`src/rtl/voltage_pkg.sv`:
```
// Shared constants for the AD7606 voltage <-> code conversion stages:
// full-scale magnitude, code limits, ASCII sign characters and FSM encoding.
package voltage_pkg;

    localparam int          FULL_SCALE_DEF = 50000;
    localparam logic [15:0] CODE_MAX       = 16'h7FFF;
    localparam logic [15:0] CODE_MIN       = 16'h8000;

    localparam logic [7:0]  SIGN_POS       = 8'h2B;
    localparam logic [7:0]  SIGN_NEG       = 8'h2D;

    typedef enum logic [1:0] {
        ST_IDLE = 2'd0,
        ST_DIV  = 2'd1,
        ST_DONE = 2'd2
    } v2c_state_e;

endpackage

```
`src/rtl/voltage_to_code_udiv_serial.sv`:
```
// Serial restoring divider: one quotient bit per cycle, MSB first.
// start_i loads the operands; done_o pulses for one cycle once the quotient is final.
module udiv_serial #(
    parameter int DW = 31,
    parameter int VW = 16
) (
    input  logic          clk,
    input  logic          rst_n,
    input  logic          start_i,
    input  logic [DW-1:0] dividend_i,
    input  logic [VW-1:0] divisor_i,
    output logic          done_o,
    output logic [DW-1:0] quotient_o
);

    localparam int CW = $clog2(DW);

    logic [DW-1:0] dvd_q;
    logic [DW-1:0] quo_q;
    logic [VW:0]   rem_q;
    logic [CW-1:0] cnt_q;
    logic          busy_q;
    logic          done_q;

    logic [VW:0]   rem_sh;
    logic [VW:0]   rem_d;
    logic          ge;

    // Remainder stays below the divisor, so the top bit is free for the shift-in.
    always_comb begin
        rem_sh = {rem_q[VW-1:0], dvd_q[DW-1]};
        ge     = (rem_sh >= {1'b0, divisor_i});
        rem_d  = ge ? (rem_sh - {1'b0, divisor_i}) : rem_sh;
    end

    always_ff @(posedge clk or negedge rst_n) begin
        if (!rst_n) begin
            dvd_q  <= '0;
            quo_q  <= '0;
            rem_q  <= '0;
            cnt_q  <= '0;
            busy_q <= 1'b0;
            done_q <= 1'b0;
        end else if (start_i) begin
            dvd_q  <= dividend_i;
            quo_q  <= '0;
            rem_q  <= '0;
            cnt_q  <= '0;
            busy_q <= 1'b1;
            done_q <= 1'b0;
        end else if (busy_q) begin
            dvd_q <= {dvd_q[DW-2:0], 1'b0};
            rem_q <= rem_d;
            quo_q <= {quo_q[DW-2:0], ge};
            if (cnt_q == CW'(DW - 1)) begin
                busy_q <= 1'b0;
                done_q <= 1'b1;
            end else begin
                cnt_q <= cnt_q + 1'b1;
            end
        end else begin
            done_q <= 1'b0;
        end
    end

    assign done_o     = done_q;
    assign quotient_o = quo_q;

endmodule

```
`src/rtl/voltage_to_code.sv`:
```
// Sign + magnitude (0.1 mV units) to 16-bit AD7606 two's complement code.
// Build option V2C_ROUND_EN: round to nearest instead of truncating toward zero.
//
// state   | meaning
// IDLE    | ready for a request
// DIV     | serial division running
// DONE    | result presented, waiting for out_ready
module voltage_to_code
    import voltage_pkg::*;
#(
    parameter int FULL_SCALE = FULL_SCALE_DEF,
    parameter int DIV_STEPS  = 31
) (
    input  logic        clk,
    input  logic        rst_n,
    input  logic        in_valid,
    output logic        in_ready,
    input  logic [7:0]  in_sign,
    input  logic [15:0] in_mag,
    output logic        out_valid,
    input  logic        out_ready,
    output logic [15:0] out_code,
    output logic        out_sat
);

`ifdef V2C_ROUND_EN
    localparam logic [DIV_STEPS-1:0] RND = DIV_STEPS'(FULL_SCALE / 2);
`else
    localparam logic [DIV_STEPS-1:0] RND = '0;
`endif
    localparam logic [DIV_STEPS-1:0] POS_LIM = DIV_STEPS'(32767);
    localparam logic [DIV_STEPS-1:0] NEG_LIM = DIV_STEPS'(32768);

    v2c_state_e           state_q, state_d;
    logic                 neg_q;
    logic [15:0]          code_q, code_d;
    logic                 sat_q, sat_d;
    logic                 accept;
    logic                 div_done;
    logic [DIV_STEPS-1:0] dividend;
    logic [DIV_STEPS-1:0] quo;

    assign accept   = in_valid && (state_q == ST_IDLE);
    assign dividend = DIV_STEPS'({in_mag, 15'd0}) + RND;

    udiv_serial #(
        .DW(DIV_STEPS),
        .VW(16)
    ) u_div (
        .clk        (clk),
        .rst_n      (rst_n),
        .start_i    (accept),
        .dividend_i (dividend),
        .divisor_i  (16'(FULL_SCALE)),
        .done_o     (div_done),
        .quotient_o (quo)
    );

    always_ff @(posedge clk or negedge rst_n) begin
        if (!rst_n) begin
            state_q <= ST_IDLE;
            neg_q   <= 1'b0;
            code_q  <= '0;
            sat_q   <= 1'b0;
        end else begin
            state_q <= state_d;
            if (accept) begin
                neg_q <= (in_sign == SIGN_NEG);
            end
            if (state_q == ST_DIV && div_done) begin
                code_q <= code_d;
                sat_q  <= sat_d;
            end
        end
    end

    always_comb begin
        state_d = state_q;
        case (state_q)
            ST_IDLE: if (in_valid)              state_d = ST_DIV;
            ST_DIV:  if (div_done)              state_d = ST_DONE;
            ST_DONE: if (out_ready)             state_d = ST_IDLE;
            default:                            state_d = ST_IDLE;
        endcase
    end

    // Negative side reaches one code further (-32768) than the positive side.
    always_comb begin
        code_d = quo[15:0];
        sat_d  = 1'b0;
        if (!neg_q) begin
            if (quo > POS_LIM) begin
                code_d = CODE_MAX;
                sat_d  = 1'b1;
            end
        end else if (quo > NEG_LIM) begin
            code_d = CODE_MIN;
            sat_d  = 1'b1;
        end else begin
            code_d = (~quo[15:0]) + 16'd1;
        end
    end

    always_comb begin
        in_ready  = (state_q == ST_IDLE);
        out_valid = (state_q == ST_DONE);
    end

    assign out_code = code_q;
    assign out_sat  = sat_q;

endmodule

```
`config.mk`:
```
export PLATFORM = sky130hd
export DESIGN_NAME = voltage_to_code
export DESIGN_NICKNAME = d
export VERILOG_FILES = /design/src/rtl/voltage_pkg.sv /design/src/rtl/voltage_to_code_udiv_serial.sv /design/src/rtl/voltage_to_code.sv
export SDC_FILE = /design/constraint.sdc
export NUM_CORES = 1
export LEC_CHECK = 0
export CORE_ASPECT_RATIO = 1.5
export CORE_MARGIN = 4
export CORE_UTILIZATION = 41
export CTS_CLUSTER_DIAMETER = 80
export DETAILED_ROUTE_END_ITERATION = 16
export PLACE_DENSITY = 0.72
export SYNTH_ARGS = -nofsm -noshare
export SYNTH_HDL_FRONTEND = slang
export SYNTH_SLANG_ARGS = --single-unit
```
`constraint.sdc`:
```
create_clock -name clk -period 2.35 [get_ports clk]
set_input_delay 0.3525 -clock clk [delete_from_list [all_inputs] [get_ports clk]]
set_output_delay 0.3525 -clock clk [all_outputs]
set_load 0.03 [all_outputs]
```
==> summary.md <==
| Metric | Value |
|---|---|
| Num ports | `47` |
| Worst-Skew Late Latency | `0.34 ns` |
| WL per Instance | `14.1 um` |
| Dpl hpwl | `6910 um` |
| Clock root cell | `clkbuf_16` |
| Vias | `3674` |
| Pwr/cell area | `1510 nW/um^2` |
| Violated checks | `setup timing` |
| CTS Buf Count | `9` |
| Post-placement worst setup slack | `-0.0298 ns` |
| Residual DRC count | `0` |
| Crit path buffers/inverters | `1` |
| Critical-path maximum fanout | `5` |
| Crit path launch type | `flop` |
| Row cnt | `47` |
| Die area | `13000 um^2` |
| DR pass1 iterations | `4` |
| DIE WIDTH | `94.5 um` |
| Slew Viols, Final | `0` |
| Final Hold Viols | `0` |
| Clock Skew | `0.00849 ns` |
| Yosys warns | `0` |
| Static Leak | `2.76 nW` |
| Vias in the first global route | `3639` |
| DP Area | `5420 um^2` |
| Initial antenna violation count | `0` |
| Mapped Area | `4600 um^2` |
| Share of layout cells above drive strength 1 | `12.7%` |
| Chip Height | `138 um` |
| Critical path data required time | `2.62 ns` |
| RSZ-0062 raised after global routing | `yes` |
| Post-route ant nets | `0` |
| Final cycle utilization of the critical path | `100%` |
| Vias per Instance | `5.27` |
| Worst Path Arrival | `2.62 ns` |
| First DRT Iteration DRCs | `207` |
| Kind of critical path | `flop to flop` |
| Mapped Cells | `487` |
| Outcome | `complete, but fails checks` |
| Total Nets Final | `579` |
| Cell Chain, Critical Path | `inv_2 -> ha_4 -> or4b_4 -> or4_4 -> a21oi_4 -> nor2_4 -> or3_1 -> a31oi_1` |
| GPL Wtd Cong | `0.821` |
| Family with the most delay on the worst path | `simple AND/OR/NAND/NOR gates` |
| PortBufs | `46` |
| Reg2reg path depth | `8` |
| Type of the most critical hold path | `flop to flop` |
| Max Clk Rate | `425 MHz` |
| MaxCap Viol Count | `0` |
| CTS H-Tree Depth | `3` |
| Async SR Flop Fraction | `100%` |
| CTS tree | `done` |
| Fin crit period | `2.35 ns` |
| GRT Overall Usage | `15.9%` |
| Total length of routed wires | `9810 um` |
| Cells after DPL | `678` |
| Clk sinks | `90` |
| Pwr Total | `8.72 mW` |
| Synth Flop Type | `dfrtp_1` |
| Slew HR | `47.8%` |
| Worst Max-Slew Pin Slew | `0.784 ns` |
| Largest net degree at the start of global routing | `78` |
| VDD IR-drop max | `583 uV` |
| Finished Cell Area | `5790 um^2` |
| Setup slack after layout | `-0.00152 ns` |
| GRT overflow | `0` |
| Crit-path slowest cell | `or4_4` |
| WHS | `0.502 ns` |
| Post-Syn Area per Cell | `9.44 um^2` |
| Final cell count without fillers | `697` |
| Flops & latches, synth | `90` |
| Maximum clock path buffer count | `2` |
| First-pass GRT wire length | `16600 um` |
| Synth-to-layout area growth | `25.9%` |
| Worst path depth | `8` |
| Initial Util | `41.8%` |
| # setup viols final | `1` |
| CTS clk-pin slew, worst paths | `0.06 ns` |
| Slowest stage delay, CP | `0.45 ns` |
| Number of synthesized flops with an enable pin | `0` |
| Post-synthesis sequential area ratio | `49.0%` |
| Worst Hold Path Cells | `2` |
| Syn nets | `521` |
| N_diodes | `0` |
| Core Area | `11000 um^2` |
| Yosys cell types | `46` |
| CP endpoint kind | `flop` |
registers in the layout, indices dropped and copies added (netlist names), 2 cells and up:
signal,cells
out_code,16
state_q,2
u_div.cnt_q,5
u_div.dvd_q,16
u_div.quotient_o,31
u_div.rem_q,16
kinds of logic (layout without fill, tap and decap cells):
logic type,Yosys count,count (layout),synth area share (%)
AOI/OAI and AO/OA,99,99,12.8
xor gates and xnor gates,12,12,2.29
adders and majority gates,6,6,1.63
buffers and inverters,44,107,3.65
DFF,90,90,49.0
muxes,50,50,10.9
and+or+nand+nor,186,186,19.8
placed cells by master (no fill, tap or decap), types with 3 or more instances in the layout:
cell type / Yosys / routed
nand4b_1: 8 / 8
or3_1: 5 / 5
a21oi_1: 19 / 19
buf_12: 0 / 5
a31oi_1: 15 / 15
o21ai_0: 43 / 39
ha_1: 6 / 4
nor4_1: 4 / 3
nand2b_1: 6 / 6
buf_4: 0 / 29
xor2_1: 10 / 10
o211ai_1: 4 / 4
clkbuf_1: 29 / 3
dfrtp_1: 90 / 89
clkdlybuf4s50_1: 0 / 45
o31ai_1: 10 / 10
inv_1: 11 / 10
nor3_1: 5 / 5
nand2_1: 46 / 46
nand4_1: 11 / 11
nor2_1: 73 / 73
clkbuf_16: 0 / 9
o21ai_1: 0 / 4
nand3_1: 7 / 5
mux2i_1: 50 / 50
layout make-up:
cell class | instances | area [um^2]
Clock buffer | 12 | 236
Clock inverter | 4 | 51.3
Fill cell | 985 | 5210
Multi-Input combinational cell | 353 | 2240
Tap cell | 147 | 184
Inverter | 11 | 41.3
Sequential cell | 90 | 2250
Timing Repair Buffer | 80 | 778
routing by layer:
layer  GRT usage [%]  vias to the layer above  wire [um]
li1                -                     1833          -
met1            18.9                     1739       4110
met2            27.1                       73       5050
met3            3.01                       29        351
met4            7.87                        0        293
met5               0                        -          0
stage by stage:
stage               setup TNS (ns)  utilization [%]
finish                    -0.00152             52.6
detailed placement         -0.0791             49.2
floorplan                        0                -
global route                -0.212             52.6
global placement                 0             49.2
CTS                              0             52.0
power by group:
group          switching (mW)  leakage, nW  internal [mW]
clock network           0.572        0.137          0.827
registers               0.560         1.14           2.22
logic                    2.46         1.49           2.08
worst register-to-register path, delay by kind of cell, from the launching register on:
| kind | cells | cell delay, ns |
|---|---|---|
| and+or+nand+nor | 4 | 1.32 |
| DFF | 1 | 0.39 |
| AOI/OAI and AO/OA | 2 | 0.37 |
| adders and majority gates | 1 | 0.11 |
| buffers and inverters | 1 | 0.08 |
cells in the mapped netlist, types with 3 or more instances:
cell type	instances	share of area, %
nand2_1	46	3.8
inv_1	11	0.90
a21oi_1	19	2.1
dfrtp_1	90	49
nand4_1	11	1.5
nor3_1	5	0.54
ha_1	6	1.6
o211ai_1	4	0.65
nor4_1	4	0.54
and2_1	3	0.41
clkbuf_1	29	2.4
nand4b_1	8	1.5
nand2b_1	6	0.82
o21ai_0	43	4.7
xor2_1	10	1.9
a31oi_1	15	2.0
mux2i_1	50	11
nand3_1	7	0.76
o31ai_1	10	1.6
nor2_1	73	6.0
or3_1	5	0.68
path summary, 6_finish.rpt:
check	slack (ns)	to	startpoint
min in group asynchronous	0.51	out_code[15]	rst_n
worst min-delay path	0.50	out_code[11]	out_code[11]
worst max-delay path	-0.002	u_div.rem_q[10]	u_div.rem_q[4]
max in group asynchronous	1.18	u_div.rem_q[3]	rst_n
worst min register to register	0.50	out_code[11]	out_code[11]
worst max register to register	-0.002	u_div.rem_q[10]	u_div.rem_q[4]
timing repair:
action / in CTS / in global routing
hold buffers: 1 / 0
setup buffers: 0 / 2
resized for setup: 0 / 15
setup endpoints to repair: 6 / 26
pin swaps: 1 / 5
endpoints found under the hold margin: 34 / 0
Power figures use the tool's default switching activity.
